File: config.mk
export PLATFORM = sky130hd
export DESIGN_NAME = dcache_access_unit_flat
export DESIGN_NICKNAME = d
export VERILOG_FILES = /design/src/rtl/dcache_access_unit_pkg.sv /design/src/rtl/dcache_access_unit_if.sv /design/src/rtl/dcache_access_unit_lane_sel.sv /design/src/rtl/dcache_access_unit.sv /design/src/flat_wrapper.sv
export SDC_FILE = /design/constraint.sdc
export NUM_CORES = 1
export LEC_CHECK = 0
export ABC_AREA = 1
export CAP_MARGIN = 40
export CORE_UTILIZATION = 30
export CTS_BUF_LIST = sky130_fd_sc_hd__clkbuf_8
export DETAILED_ROUTE_END_ITERATION = 7
export GPL_TIMING_DRIVEN = 0
export PLACE_DENSITY = 0.7
export SKIP_CTS_REPAIR_TIMING = 1
export SYNTH_ARGS = -nofsm -noshare
export SYNTH_HDL_FRONTEND = slang
export SYNTH_SLANG_ARGS = --single-unit
File: constraint.sdc
create_clock -name clk -period 4.17 [get_ports clk]
set_clock_uncertainty 0.05 [all_clocks]
set_input_delay 0.6255 -clock clk [delete_from_list [all_inputs] [get_ports clk]]
set_output_delay 0.6255 -clock clk [all_outputs]
set_load 0.005 [all_outputs]
File: src/rtl/dcache_access_unit_pkg.sv
// Shared LC-3b memory-access types.
//   lc3b_mem_op       : memory operation encoding presented on the core side
//   dau_state_e       : access-unit sequencing states
//   LINE_BITS_DEFAULT : default cache-line width in bits
package lc3b_types;

  localparam int LINE_BITS_DEFAULT = 128;

  typedef enum logic [2:0] {
    OP_LDR = 3'd0,
    OP_LDB = 3'd1,
    OP_STR = 3'd2,
    OP_STB = 3'd3,
    OP_LDI = 3'd4,
    OP_STI = 3'd5
  } lc3b_mem_op;

  typedef enum logic [1:0] {
    ST_IDLE = 2'd0,
    ST_PTR  = 2'd1,
    ST_MEM  = 2'd2,
    ST_DONE = 2'd3
  } dau_state_e;

  function automatic logic op_is_store(lc3b_mem_op op);
    return (op == OP_STR) || (op == OP_STB) || (op == OP_STI);
  endfunction

  function automatic logic op_is_byte(lc3b_mem_op op);
    return (op == OP_LDB) || (op == OP_STB);
  endfunction

  function automatic logic op_is_indirect(lc3b_mem_op op);
    return (op == OP_LDI) || (op == OP_STI);
  endfunction

endpackage

File: src/rtl/dcache_access_unit_if.sv
// Core-side request/response and cache-side bus of the data-cache access unit.
//   master : view of the access unit (drives ready/done/rdata and the dcache_* request)
//   slave  : view of the environment (core + cache)
interface dcache_access_unit_if #(
  parameter int LINE_BITS = lc3b_types::LINE_BITS_DEFAULT
) ();
  logic                   start;
  logic [2:0]             op;
  logic [15:0]            addr;
  logic [15:0]            wdata;
  logic                   ready;
  logic                   done;
  logic [15:0]            rdata;
  logic                   dcache_req;
  logic [15:0]            dcache_addr;
  logic                   dcache_wr_en;
  logic [LINE_BITS/8-1:0] dcache_wr_sel;
  logic [LINE_BITS-1:0]   dcache_wdata;
  logic                   dcache_resp;
  logic [LINE_BITS-1:0]   dcache_rdata;

  modport master (
    input  start, op, addr, wdata, dcache_resp, dcache_rdata,
    output ready, done, rdata, dcache_req, dcache_addr, dcache_wr_en,
           dcache_wr_sel, dcache_wdata
  );

  modport slave (
    output start, op, addr, wdata, dcache_resp, dcache_rdata,
    input  ready, done, rdata, dcache_req, dcache_addr, dcache_wr_en,
           dcache_wr_sel, dcache_wdata
  );
endinterface

File: src/rtl/dcache_access_unit_lane_sel.sv
// line_lane_sel: extracts 16-bit/8-bit lanes from a cache line and places
// store data plus byte enables into a line.
//   line_rdata : line read from the cache
//   byte_off   : byte offset of the access within the line
//   is_byte    : byte access (else word access, byte_off[0] ignored)
//   wr_en      : store in progress; wr_sel/wr_line are zero otherwise
//   wdata      : raw store data
//   rd_word    : word lane at byte_off>>1
//   rd_byte    : byte lane at byte_off
//   wr_sel     : byte enables
//   wr_line    : line-placed store data
module line_lane_sel #(
  parameter  int LINE_BITS = 128,
  localparam int NBYTES    = LINE_BITS / 8,
  localparam int NWORDS    = LINE_BITS / 16,
  localparam int OFF       = $clog2(NBYTES)
) (
  input  logic [LINE_BITS-1:0] line_rdata,
  input  logic [OFF-1:0]       byte_off,
  input  logic                 is_byte,
  input  logic                 wr_en,
  input  logic [15:0]          wdata,
  output logic [15:0]          rd_word,
  output logic [7:0]           rd_byte,
  output logic [NBYTES-1:0]    wr_sel,
  output logic [LINE_BITS-1:0] wr_line
);

  logic [OFF-1:0] word_idx;
  assign word_idx = byte_off >> 1;

  always_comb begin
    rd_word = '0;
    rd_byte = '0;
    wr_sel  = '0;
    wr_line = '0;
    for (int i = 0; i < NWORDS; i++) begin
      if (word_idx == i[OFF-1:0]) rd_word = line_rdata[i*16 +: 16];
    end
    for (int j = 0; j < NBYTES; j++) begin
      if (byte_off == j[OFF-1:0]) rd_byte = line_rdata[j*8 +: 8];
    end
    if (wr_en) begin
      if (is_byte) begin
        // byte store data goes to every lane; only the enable selects the byte
        wr_line = {NBYTES{wdata[7:0]}};
        for (int j = 0; j < NBYTES; j++) begin
          if (byte_off == j[OFF-1:0]) wr_sel[j] = 1'b1;
        end
      end else begin
        for (int i = 0; i < NWORDS; i++) begin
          if (word_idx == i[OFF-1:0]) begin
            wr_line[i*16 +: 16] = wdata;
            wr_sel[i*2 +: 2]    = 2'b11;
          end
        end
      end
    end
  end

endmodule

File: src/rtl/dcache_access_unit.sv
// dcache_access_unit: sequences one LC-3b load/store (including the indirect
// LDI/STI pointer fetch) onto a line-wide data-cache port.
//   clk, rst : clock, synchronous active-high reset
//   bus      : core request (start/op/addr/wdata -> ready/done/rdata) and the
//              cache request (dcache_req/addr/wr_en/wr_sel/wdata <- resp/rdata)
//
// state | meaning
// IDLE  | ready for a request
// PTR   | fetching the indirect pointer word
// MEM   | performing the data access
// DONE  | one-cycle completion pulse
module dcache_access_unit
  import lc3b_types::*;
#(
  parameter  int LINE_BITS = LINE_BITS_DEFAULT,
  localparam int NBYTES    = LINE_BITS / 8,
  localparam int OFF       = $clog2(NBYTES)
) (
  input logic              clk,
  input logic              rst,
  dcache_access_unit_if.master bus
);

  dau_state_e state_q, state_d;
  lc3b_mem_op op_q, op_d;
  logic [15:0] addr_q, addr_d;
  logic [15:0] wdata_q, wdata_d;
  logic [15:0] rdata_q, rdata_d;

  logic        wr_en;
  logic [15:0] rd_word;
  logic [7:0]  rd_byte;

  line_lane_sel #(.LINE_BITS(LINE_BITS)) u_lane_sel (
    .line_rdata (bus.dcache_rdata),
    .byte_off   (addr_q[OFF-1:0]),
    .is_byte    (op_is_byte(op_q)),
    .wr_en      (wr_en),
    .wdata      (wdata_q),
    .rd_word    (rd_word),
    .rd_byte    (rd_byte),
    .wr_sel     (bus.dcache_wr_sel),
    .wr_line    (bus.dcache_wdata)
  );

  always_ff @(posedge clk) begin
    if (rst) begin
      state_q <= ST_IDLE;
      op_q    <= OP_LDR;
      addr_q  <= '0;
      wdata_q <= '0;
      rdata_q <= '0;
    end else begin
      state_q <= state_d;
      op_q    <= op_d;
      addr_q  <= addr_d;
      wdata_q <= wdata_d;
      rdata_q <= rdata_d;
    end
  end

  always_comb begin
    state_d         = state_q;
    op_d            = op_q;
    addr_d          = addr_q;
    wdata_d         = wdata_q;
    rdata_d         = rdata_q;
    wr_en           = 1'b0;
    bus.ready       = 1'b0;
    bus.done        = 1'b0;
    bus.dcache_req  = 1'b0;
    bus.dcache_addr = '0;
    unique case (state_q)
      ST_IDLE: begin
        bus.ready = 1'b1;
        if (bus.start) begin
          op_d    = lc3b_mem_op'(bus.op);
          addr_d  = bus.addr;
          wdata_d = bus.wdata;
          state_d = op_is_indirect(lc3b_mem_op'(bus.op)) ? ST_PTR : ST_MEM;
        end
      end
      ST_PTR: begin
        bus.dcache_req  = 1'b1;
        bus.dcache_addr = {addr_q[15:1], 1'b0};
        if (bus.dcache_resp) begin
          addr_d  = rd_word & 16'hFFFE;
          state_d = ST_MEM;
        end
      end
      ST_MEM: begin
        bus.dcache_req  = 1'b1;
        wr_en           = op_is_store(op_q);
        bus.dcache_addr = op_is_byte(op_q) ? addr_q : {addr_q[15:1], 1'b0};
        if (bus.dcache_resp) begin
          if (!op_is_store(op_q)) rdata_d = op_is_byte(op_q) ? {8'h00, rd_byte} : rd_word;
          state_d = ST_DONE;
        end
      end
      ST_DONE: begin
        bus.done = 1'b1;
        state_d  = ST_IDLE;
      end
      default: state_d = ST_IDLE;
    endcase
  end

  assign bus.rdata        = rdata_q;
  assign bus.dcache_wr_en = wr_en;

endmodule
File: src/flat_wrapper.sv
// flat-port wrapper written by rule: the top's interface ports become plain ports
module dcache_access_unit_flat import lc3b_types::*;
#(
  parameter  int LINE_BITS = LINE_BITS_DEFAULT,
  localparam int NBYTES    = LINE_BITS / 8,
  localparam int OFF       = $clog2(NBYTES)
)
  (clk, rst, bus_start, bus_op, bus_addr, bus_wdata, bus_dcache_resp, bus_dcache_rdata, bus_ready, bus_done, bus_rdata, bus_dcache_req, bus_dcache_addr, bus_dcache_wr_en, bus_dcache_wr_sel, bus_dcache_wdata);
  dcache_access_unit_if #(.LINE_BITS(LINE_BITS)) bus_i ();
  input logic clk;
  input logic rst;
  input wire logic [$bits(bus_i.start)-1:0] bus_start;
  input wire logic [$bits(bus_i.op)-1:0] bus_op;
  input wire logic [$bits(bus_i.addr)-1:0] bus_addr;
  input wire logic [$bits(bus_i.wdata)-1:0] bus_wdata;
  input wire logic [$bits(bus_i.dcache_resp)-1:0] bus_dcache_resp;
  input wire logic [$bits(bus_i.dcache_rdata)-1:0] bus_dcache_rdata;
  output wire logic [$bits(bus_i.ready)-1:0] bus_ready;
  output wire logic [$bits(bus_i.done)-1:0] bus_done;
  output wire logic [$bits(bus_i.rdata)-1:0] bus_rdata;
  output wire logic [$bits(bus_i.dcache_req)-1:0] bus_dcache_req;
  output wire logic [$bits(bus_i.dcache_addr)-1:0] bus_dcache_addr;
  output wire logic [$bits(bus_i.dcache_wr_en)-1:0] bus_dcache_wr_en;
  output wire logic [$bits(bus_i.dcache_wr_sel)-1:0] bus_dcache_wr_sel;
  output wire logic [$bits(bus_i.dcache_wdata)-1:0] bus_dcache_wdata;
  assign bus_i.start = bus_start;
  assign bus_i.op = bus_op;
  assign bus_i.addr = bus_addr;
  assign bus_i.wdata = bus_wdata;
  assign bus_i.dcache_resp = bus_dcache_resp;
  assign bus_i.dcache_rdata = bus_dcache_rdata;
  assign bus_ready = bus_i.ready;
  assign bus_done = bus_i.done;
  assign bus_rdata = bus_i.rdata;
  assign bus_dcache_req = bus_i.dcache_req;
  assign bus_dcache_addr = bus_i.dcache_addr;
  assign bus_dcache_wr_en = bus_i.dcache_wr_en;
  assign bus_dcache_wr_sel = bus_i.dcache_wr_sel;
  assign bus_dcache_wdata = bus_i.dcache_wdata;
  dcache_access_unit #(.LINE_BITS(LINE_BITS)) u_core (.clk(clk), .rst(rst), .bus(bus_i));
endmodule
# [Yosys cells after proc, flatten, opt, wreduce, memory -nomap -nowiden]
# Cells that the tools add are included.
[totals] out_inout_bits=180 in_bits=167 reg_bits=53 elab_cells=128
[classes] n_mux=75 eq_ne=34 bitwise_logic=1 n_reduce_logical=13
[op_table] op="16-bit 2-to-1 mux" n=21
[op_table] op="128-bit 2-to-1 mux" n=2
[op_table] op="8-bit 2-to-1 mux" n=16
[op_table] op="16-bit one-hot mux with 2 select lines" n=2
[op_table] op="4-bit == test, second input constant" n=8
[op_table] op="2-bit 2-to-1 mux" n=12
[op_table] op="3-bit == test, second input constant" n=7
[op_table] op="1-bit 2-to-1 mux" n=21
[op_table] op="4-bit by 3-bit == test with 1-bit output, second input constant" n=4
[op_table] op="3-bit by 2-bit == test with 1-bit output, second input constant" n=4
[op_table] op="3-bit AND reduction" n=3
[op_table] op="4-bit by 2-bit == test with 1-bit output, second input constant" n=2
[op_table] op="4-bit zero test" n=2
[op_table] op="2-bit one-hot mux with 4 select lines" n=1
[op_table] op="3-bit by 1-bit == test with 1-bit output, second input constant" n=2
[op_table] op="2-bit inequality test, second input constant" n=3
[op_table] op="2-bit == test, second input constant" n=2
[op_table] op="4-bit by 1-bit == test with 1-bit output, second input constant" n=1
[op_table] op="1-bit logical OR" n=4
[op_table] op="2-bit by 1-bit == test with 1-bit output, second input constant" n=1
[op_table] op="2-bit zero test" n=1
[op_table] op="2-bit AND reduction" n=1
[op_table] op="2-bit nonzero test" n=1
[op_table] op="2-bit OR reduction" n=1
[op_table] op="1-bit inverter" n=1

# [Depth between registers and ports, before layout]
# Gate-level depths: netlist of the first run.
[logic_depth] word_depth=18 mapped_depth=13 mapped_depth_nobuf=12

# [Modules after synthesis]
# Synthesis of the first run repeated with hierarchy kept, for this count alone.
[hier_totals] hier_cells=1023 area_unflattened_um2=5315.1
[by_module_without_submodules] module="line_lane_sel" area_each_um2=2681.3 seq_area_each_um2=0.0 cells_each=610 n_inst=1
[by_module_without_submodules] module="dcache_access_unit" area_each_um2=2633.8 seq_area_each_um2=1061.0 cells_each=413 n_inst=1

# [Worst setup path after synthesis of the first run]
# No wires, ideal clock.
[synth_path] path_kind="register to output" start="register u_core.state_q[0]" end="output bus_dcache_wdata[104]" t_arrival_ns=1.488 path_stages_with_launch=9 required_time_ns=3.494 setup_slack_ns=2.007 n_path_buf=0 cell_sequence="dfxtp_1 > inv_1 > ha_1 > inv_1 > nor2_4 > clkinv_1 > nor2_4 > nor2_1 > nor2_1"
[synth_via] elab_chain_len=3
[synth_rtl] element="start, declared" line="dcache_access_unit.sv:24" text="dau_state_e state_q, state_d;"
[synth_rtl] element="start signal, assigned" line="dcache_access_unit.sv:54" text="state_q <= state_d;"
[synth_rtl] element="2-bit == test"
[synth_rtl] element="1-bit 2-to-1 mux" line="dcache_access_unit.sv:73" text="unique case (state_q)"
[synth_rtl] element="named net bus_dcache_wr_en" line="flat_wrapper.sv:23" text="output wire logic [$bits(bus_i.dcache_wr_en)-1:0] bus_dcache_wr_en;"
[synth_rtl] element="128-bit 2-to-1 mux" line="dcache_access_unit_lane_sel.sv:43" text="if (wr_en) begin"
[synth_rtl] element="end, declared" line="flat_wrapper.sv:25" text="output wire logic [$bits(bus_i.dcache_wdata)-1:0] bus_dcache_wdata;"
# The timed path passes the listed nets, and every way through them passes these cells.

# [Final worst setup path of the first run]
[layout_path] start="register u_core.state_q[0]" end="output bus_dcache_wdata[10]"
[layout_via] elab_chain_len=3
[layout_rtl] element="2-bit == test"
[layout_rtl] element="1-bit 2-to-1 mux" line="dcache_access_unit.sv:73"
[layout_rtl] element="128-bit 2-to-1 mux" line="dcache_access_unit_lane_sel.sv:43"
# No other way between the ends.

==> results of run 1 <==
## cells in the final DEF (no fill, tap or decap), types with 2 or more instances in the layout
| master | count |
|---|---|
| clkdlybuf4s50_1 | 346 |
| nor2_1 | 291 |
| nand2_1 | 236 |
| a21oi_1 | 110 |
| inv_1 | 104 |
| nand3_1 | 73 |
| o21ai_0 | 62 |
| dfxtp_1 | 53 |
| clkbuf_1 | 29 |
| nand4_1 | 23 |
| buf_1 | 12 |
| o22ai_1 | 12 |
| buf_2 | 11 |
| o21ai_1 | 10 |
| buf_4 | 9 |
| nor3_1 | 8 |
| inv_2 | 7 |
| nor2_2 | 7 |
| o211ai_1 | 7 |
| nor2_4 | 6 |
| clkbuf_8 | 6 |
| nand2_2 | 5 |
| buf_6 | 5 |
| a211oi_1 | 5 |
| ha_1 | 5 |
| clkinv_1 | 4 |
| o21a_1 | 4 |
| nor2_8 | 3 |
| nand3b_1 | 2 |
## path summary, 6_finish.rpt
check                    start                    to  slack [ns]  cells after the start
max          u_core.state_q[0]  bus_dcache_wdata[10]        0.59                      9
min           u_core.addr_q[5]      u_core.addr_q[5]        0.42                      2
max reg2reg   u_core.addr_q[0]   u_core.bus.rdata[2]        1.88                     11
min reg2reg   u_core.addr_q[5]      u_core.addr_q[5]        0.42                      2
## per-layer routing
metal  up-vias  track usage (%)  wire length, um
met3        64             6.56             3440
met5         -                0               13
li1       4275                -                -
met4         2             11.0             1020
met1      4000             42.2            13800
met2       548             51.9            14900
## stage by stage
step	setup slack, ns	cells	util (%)	power (W)	area [um2]
3_3_place_gp	0.881	1716	51.0	0.00379	9600
4_1_cts	0.640	1726	51.6	0.00414	9710
6_report	0.585	1727	51.6	0.00421	9710
2_1_floorplan	2.01	1110	-	0.00260	5810
5_1_grt	0.427	1726	51.6	0.00451	9710
3_5_place_dp	1.00	1718	51.0	0.00381	9610
## state kept, by name, summed over array words and instances (netlist names)
name and cells:
u_core.state_q 2, u_core.op_q 3, u_core.addr_q 16, u_core.wdata_q 16, u_core.bus.rdata 16
## final cells by class
class,count,area (um2),area share [%]
clock buffers,6,82.6,0.850
clock inverters,2,13.8,0.142
multi-input cells,877,3980,41.0
well taps,260,325,3.35
repair buffers,348,3480,35.8
diodes,1,2.50,0.0258
plain buffers,65,338,3.48
flip-flops and latches,53,1060,10.9
inverters,115,432,4.45
## worst max-delay path, stage by stage, from the launching register on
cell and delay (ns):
dfxtp_1 0.35, inv_1 0.13, ha_1 0.22, inv_1 0.11
nor2_4 0.18, clkinv_1 0.30, nor2_4 0.29, nor2_1 0.23
nor2_1 0.23, clkdlybuf4s50_1 0.56
## cells by family (layout without fill, tap and decap cells)
| group | Yosys count | in the layout | synth area share (%) |
|---|---|---|---|
| flops | 53 | 53 | 18.3 |
| other cells | 0 | 1 | 0 |
| compound gates | 216 | 216 | 19.9 |
| simple gates | 656 | 656 | 47.5 |
| buf+inv | 180 | 536 | 13.2 |
| fa+ha+maj | 5 | 5 | 1.08 |
## power breakdown
part	switching, W	internal (W)	leakage [nW]	total [W]
logic	0.00213	0.00103	3.21	0.00316
clock network	0.000179	0.000135	0.0512	0.000314
registers	0.0000783	0.000655	0.435	0.000733
total	0.00239	0.00182	3.69	0.00421
==> summary.md, run 1 <==
| Metric | Value |
|---|---|
| Run status | `finished clean` |
| CTS Root Cell | `clkbuf_8` |
| Fin nets | `1,637` |
| Max Root-Sink Buffers | `2` |
| Main flop type after synthesis | `dfxtp_1` |
| Initial DRC Count | `876` |
| Crit Path Max Fanout | `9` |
| Fill count | `2,047` |
| Number of flops mapped to enable cells by yosys | `0` |
| Lkg Pwr | `3.69 nW` |
| Core area | `18,800 um2` |
| Smallest hold slack | `0.422 ns` |
| Layout cells sized above 1 | `4.23%` |
| Vias post-DR | `8,889` |
| Post-Syn Instances | `1,110` |
| Synth area leader | `nor2_1` |
| Overflow left after global routing | `0` |
| Pin count of the biggest net entering global routing | `17` |
| VDD IR max | `0.000279 V` |
| Cell area after synthesis | `5810 um2` |
| Syn_area_per_cell | `5.23 um2` |
| Fraction of registers with async set/reset | `0%` |
| Syn_nets | `1,282` |
| Site Rows | `50` |
| Endpoints failing setup | `0` |
| Commonest cells post-synth | `nor2_1 (291), nand2_1 (236), a21oi_1 (110), inv_1 (104), nand3_1 (73)` |
| PwrDens | `434 nW/um2` |
| Nature of the critical path endpoint | `output port` |
| Die width | `141 um` |
| Initial antenna violation count | `2` |
| Minimum clock period | `3.58 ns` |
| CTS tree | `yes` |
| CP Data Arrival Time | `2.91 ns` |
| Via density | `5.15` |
| Clock-pin slew on the worst setup and hold paths | `0.10 ns` |
| Number of global-route vias before repair | `8,111` |
| Residual DRC | `0` |
| Yosys top cell area share | `18.8%` |
| Placer congestion estimate | `0.954` |
| Post-DRT Antenna Nets | `0` |
| Drt pass-1 iters | `6` |
| Fin. Hold Viols | `0` |
| Tightest Pin Transition | `0.806 ns` |
| GRT Overall Usage | `32.1%` |
| TritonCTS buffer count | `5` |
| DP HPWL | `27,500 um` |
| First-pass GRT wire length | `48,400 um` |
| Worst Path Required | `3.49 ns` |
| Slew Limit Fails | `0` |
| Largest cells by area after synthesis | `nor2_1 (19%), dfxtp_1 (18%), nand2_1 (15%)` |
| Max frequency | `279 MHz` |
| Max transition margin | `46.1%` |
| Flops & latches, synth | `53` |
| Crit Path Category | `register to output port` |
| Worst-skew pair later-pin latency | `0.32 ns` |
| DIE AREA | `19,900 um2` |
| Yosys cell types | `36` |
| WL/cell | `19.2 um` |
| Hold Path Class | `register to register` |
| Count leader, synth | `nor2_1` |
| Period utilization | `86.0%` |
| H-Tree Depth | `2` |
| Sink Count | `53` |
| RSZ-0062 raised after global routing | `no` |
| Max Cap Viol | `0` |
| Area growth, synth to finish | `67.2%` |
| Total Wirelength | `33,200 um` |
| Part of the Yosys area used for sequential elements | `18.3%` |
| Worst Setup Start Kind | `register` |
| Yosys warnings | `0` |
| Starting Density | `30.8%` |
| Sum Neg Setup Slack | `0 ns` |
| IO Port Bufs | `346` |
| I/O Pins | `347` |
| Chip height | `141 um` |
Note: power is estimated with default switching activity, not from simulation.
==> inputs of run 2 (changes only) <==
Settings changed: CORE_ASPECT_RATIO set to 1.75.
==> summary.md, run 2 (synthesized netlist as in run 1, its figures left out) <==
| Metric | Value |
|---|---|
| I/O Pins | `347` |
| GRT Overall Usage | `32.6%` |
| Max Used Layer | `met4` |
| Fin. Hold Viols | `0` |
| Layout cells sized above 1 | `4.03%` |
| DP HPWL | `27,700 um` |
| Initial DRC Count | `544` |
| PwrDens | `426 nW/um2` |
| Reg2Reg Depth | `11` |
| Drt pass-1 iters | `5` |
| Via density | `5.16` |
| Endpoints failing setup | `0` |
| Area growth, synth to finish | `66.4%` |
| Max Cap Viol | `0` |
| Fin nets | `1,635` |
| DIE AREA | `19,900 um2` |
| Worst-skew pair later-pin latency | `0.31 ns` |
| TritonCTS buffer count | `5` |
| Crit-path slowest cell | `o21ai_1` |
| Routed met3 length | `1950 um` |
| Fill count | `2,040` |
| Tightest Pin Transition | `0.687 ns` |
| Chip height | `186 um` |
| Minimum clock period | `3.50 ns` |
| Total Wirelength | `33,100 um` |
| Worst Path Required | `3.49 ns` |
| Lkg Pwr | `3.68 nW` |
| Number of global-route vias before repair | `8,469` |
| Crit Path Category | `register to output port` |
| Core area | `19,000 um2` |
| IO Port Bufs | `346` |
| Pin count of the biggest net entering global routing | `16` |
| Period utilization | `83.9%` |
| Clock-pin slew on the worst setup and hold paths | `0.09 ns` |
| Vias post-DR | `8,812` |
| Crit path from | `u_core.op_q[2]` |
| DR WL met2 | `16,600 um` |
| CP peak stage delay | `0.65 ns` |
| Initial antenna violation count | `4` |
| RSZ-0062 raised after global routing | `no` |
| WL/cell | `19.4 um` |
| Hold Path Class | `register to register` |
| Met1 wire length | `12,400 um` |
| First-pass GRT wire length | `49,200 um` |
| CTS Root Cell | `clkbuf_8` |
| Reg2Reg Capture Point | `u_core.bus.rdata[2]` |
| Placer congestion estimate | `1.01` |
| VDD IR max | `0.000303 V` |
| Crit Path Max Fanout | `9` |
| Max Root-Sink Buffers | `2` |
| Min-Delay Path Depth | `2` |
| Post-DRT Antenna Nets | `0` |
| Run status | `finished clean` |
| Commonest non-fill, non-tap cell in the layout | `clkdlybuf4s50_1` |
| Residual DRC | `0` |
| H-Tree Depth | `2` |
| Non-filler cells, final | `1,709` |
| Sum Neg Setup Slack | `0 ns` |
| Worst Setup Start Kind | `register` |
| Worst setup endpoint | `bus_dcache_wr_sel[4]` |
| Nature of the critical path endpoint | `output port` |
| Sink Count | `53` |
| Die width | `107 um` |
| Slew Limit Fails | `0` |
| Max frequency | `286 MHz` |
| Setup slack, reg-to-reg | `1.90 ns` |
| Max transition margin | `53.9%` |
| Starting Density | `30.5%` |
| Hold Crit Start | `u_core.addr_q[4]` |
| CP Data Arrival Time | `2.83 ns` |
| CTS tree | `yes` |
| Critical R2R Launch | `u_core.addr_q[0]` |
| Overflow left after global routing | `0` |
| Crit path cell chain | `inv_1 > nand3_1 > nand2_1 > clkinv_1 > o21ai_1 > nor2_1 > clkdlybuf4s50_1` |
| Post-placement cell count | `1,697` |
| Most frequent cells in the layout | `clkdlybuf4s50_1 (346), nor2_1 (291), nand2_1 (236)` |
| Site Rows | `67` |
| Tot Pwr | `0.00412 W` |
## run 2: cell types whose count changed in the layout (fill, tap and decap cells not counted)
cell / delta
clkinv_2: +1
clkinv_4: -1
diode_2: +3
clkbuf_8: -1
buf_4: -2
inv_1: +1
## run 2: area by class of cell
class | instances | area [um2] | area share, %
Clock buffer | 5 | 68.8 | 0.712
Buffer | 65 | 338 | 3.50
Timing Repair Buffer | 346 | 3460 | 35.8
Multi-Input combinational cell | 877 | 3980 | 41.2
Tap cell | 241 | 302 | 3.12
Clock inverter | 3 | 13.8 | 0.142
Sequential cell | 53 | 1060 | 11.0
Inverter | 115 | 432 | 4.47
Antenna cell | 4 | 10.0 | 0.104
## run 2: how the worst min path moves through the flow
stage          slack, ns                   to
2_1_floorplan       0.40    u_core.addr_q[10]
3_3_place_gp        0.40    u_core.addr_q[11]
3_5_place_dp        0.41  u_core.bus.rdata[9]
4_1_cts             0.42  u_core.bus.rdata[9]
5_1_grt             0.44    u_core.addr_q[12]
6_report            0.42     u_core.addr_q[4]
## run 2: routing by layer
layer	global-route usage [%]	up-vias
met4	21.4	0
met2	58.3	415
li1	-	4275
met1	36.1	4015
met5	0	-
met3	3.64	107
## run 2: metrics by stage
step           setup slack [ns]  instance area [um2]  hold WS [ns]  util (%)
2_1_floorplan              2.01                 5810         0.396         -
3_3_place_gp               1.11                 9570         0.404      50.3
3_5_place_dp               1.03                 9570         0.406      50.3
4_1_cts                   0.673                 9660         0.421      50.7
5_1_grt                   0.479                 9670         0.436      50.8
6_report                  0.669                 9670         0.420      50.8
## run 2: where the power goes
part	total [W]	internal (W)	switching, W	leakage [nW]
Combinational	0.00310	0.00103	0.00207	3.20
Clock	0.000293	0.000115	0.000178	0.0491
Sequential	0.000734	0.000655	0.0000791	0.435
Total	0.00412	0.00180	0.00232	3.68
## run 2: worst max-delay path, delay by kind of cell (launching register included)
family | cells | cell delay, ns
AO/OA/AOI/OAI | 1 | 0.65
buffers and inverters | 3 | 0.97
flip-flops | 1 | 0.33
AND/OR/NAND/NOR | 3 | 0.54
==> inputs of run 3 (changes only) <==
Settings changed: PLACE_DENSITY 0.7 to 0.72.
Clock period 4.17 ns to 3.2 ns, I/O delays scaled along.
==> summary.md, run 3 (synthesized netlist as in run 1, its figures left out) <==
| Metric | Value |
|---|---|
| Post-DRT Antenna Nets | `0` |
| Commonest non-fill, non-tap cell in the layout | `clkdlybuf4s50_1` |
| Sink Count | `53` |
| Worst Setup Start Kind | `register` |
| Max transition margin | `56.4%` |
| Pin count of the biggest net entering global routing | `17` |
| WL/cell | `19.4 um` |
| Nature of the critical path endpoint | `output port` |
| RSZ-0062 raised after global routing | `yes` |
| Vias post-DR | `8,849` |
| Lkg Pwr | `4.00 nW` |
| Fin. Hold Viols | `0` |
| Core area | `19,000 um2` |
| Net switching power | `0.00310 W` |
| Endpoints failing setup | `0` |
| Tightest Pin Transition | `0.654 ns` |
| CP peak stage delay | `0.52 ns` |
| Starting Density | `30.5%` |
| Max frequency | `317 MHz` |
| CP Data Arrival Time | `2.62 ns` |
| Die width | `107 um` |
| CTS Root Cell | `clkbuf_8` |
| Hold Path Class | `register to register` |
| Slew Limit Fails | `0` |
| Via density | `5.16` |
| Switching Fraction | `55.5%` |
| Max Root-Sink Buffers | `2` |
| Sum Neg Setup Slack | `0 ns` |
| Chip height | `186 um` |
| Clock power frac | `8.9%` |
| Number of global-route vias before repair | `8,426` |
| CTS tree | `yes` |
| DIE AREA | `19,900 um2` |
| H-Tree Depth | `2` |
| IO Port Bufs | `346` |
| P_int | `0.00249 W` |
| Fill count | `1,987` |
| Crit path cell chain | `inv_2 > ha_2 > inv_1 > nor2_4 > clkinvlp_4 > nor2_4 > buf_6 > nor2_2 > nor2_2 > clkdlybuf4s50_1` |
| Reg area | `1060 um2` |
| PwrDens | `564 nW/um2` |
| Overflow left after global routing | `0` |
| Period utilization | `98.4%` |
| Crit Path Category | `register to output port` |
| Placer congestion estimate | `0.999` |
| Layout cells sized above 1 | `7.48%` |
| Tot Pwr | `0.00559 W` |
| Most frequent cells in the layout | `clkdlybuf4s50_1 (333), nor2_1 (267), nand2_1 (235)` |
| Site Rows | `67` |
| Fin nets | `1,641` |
| Initial DRC Count | `616` |
| DP HPWL | `27,300 um` |
| Crit-path slowest cell | `clkdlybuf4s50_1` |
| Clock-pin slew on the worst setup and hold paths | `0.11 ns` |
| Reg power frac | `17.1%` |
| Worst Path Required | `2.67 ns` |
| Drt pass-1 iters | `6` |
| Residual DRC | `0` |
| TritonCTS buffer count | `5` |
| First-pass GRT wire length | `48,400 um` |
| I/O Pins | `347` |
| VDD IR max | `0.000342 V` |
| Minimum clock period | `3.15 ns` |
| Logic gate share of total power | `74.0%` |
| GRT Overall Usage | `32.1%` |
| Multi-input logic area | `4080 um2` |
| Area growth, synth to finish | `70.6%` |
| Crit Path Max Fanout | `8` |
| Initial antenna violation count | `3` |
| Run status | `finished clean` |
| Max Cap Viol | `0` |
| Worst-skew pair later-pin latency | `0.32 ns` |
| Total Wirelength | `33,200 um` |
## run 3: power by group through the flow
stage / combinational, W / clock [W] / sequential [W]
after floorplan: 0.00245 / 0 / 0.000944
final: 0.00414 / 0.000496 / 0.000956
after global routing: 0.00451 / 0.000518 / 0.000975
after CTS: 0.00398 / 0.000500 / 0.000952
after global placement: 0.00395 / 0 / 0.000962
after detailed placement: 0.00397 / 0 / 0.000968
## run 3: metal layers
metal | up-vias | part of all wire, % | track usage (%)
met2 | 482 | 50 | 57.1
met4 | 0 | 6.7 | 21.7
met5 | - | 0 | 0
met3 | 105 | 6.9 | 3.82
li1 | 4273 | - | -
met1 | 3989 | 37 | 35.4
## run 3: cell type report
type	count	share of cell area, %
repair buffers	352	35.8
repair inverters	1	0.0758
clock buffers	6	0.833
flip-flops and latches	53	10.7
clock inverters	2	0.379
multi-input cells	877	41.2
plain buffers	64	3.47
diodes	3	0.0758
inverters	115	4.39
well taps	241	3.04
## run 3: worst max-delay path: cells and delay by family, from the launching register on
family	cells	cell delay, ns
fa+ha+maj	1	0.21
simple gates	4	0.69
flops	1	0.35
buf+inv	5	1.04
## run 3: path summary, 6_finish.rpt
check / slack, ns / to / cells past startpoint / startpoint
worst max-delay path: 0.05 / bus_dcache_wdata[9] / 10 / u_core.state_q[0]
worst max register to register: 0.87 / u_core.bus.rdata[2] / 11 / u_core.addr_q[0]
worst min-delay path: 0.42 / u_core.bus.rdata[5] / 2 / u_core.bus.rdata[5]
worst min register to register: 0.42 / u_core.bus.rdata[5] / 2 / u_core.bus.rdata[5]
## run 3: per-stage QoR
step | hold slack (ns) | worst slack [ns] | util, % | instances | instance area, um2
6_report | 0.420 | 0.0497 | 52.1 | 1714 | 9910
4_1_cts | 0.421 | -0.172 | 50.9 | 1705 | 9690
3_3_place_gp | 0.404 | 0.219 | 50.3 | 1697 | 9570
5_1_grt | 0.445 | -0.0774 | 52.1 | 1714 | 9910
3_5_place_dp | 0.405 | 0.191 | 50.3 | 1697 | 9570
2_1_floorplan | 0.396 | 1.18 | - | 1110 | 5810
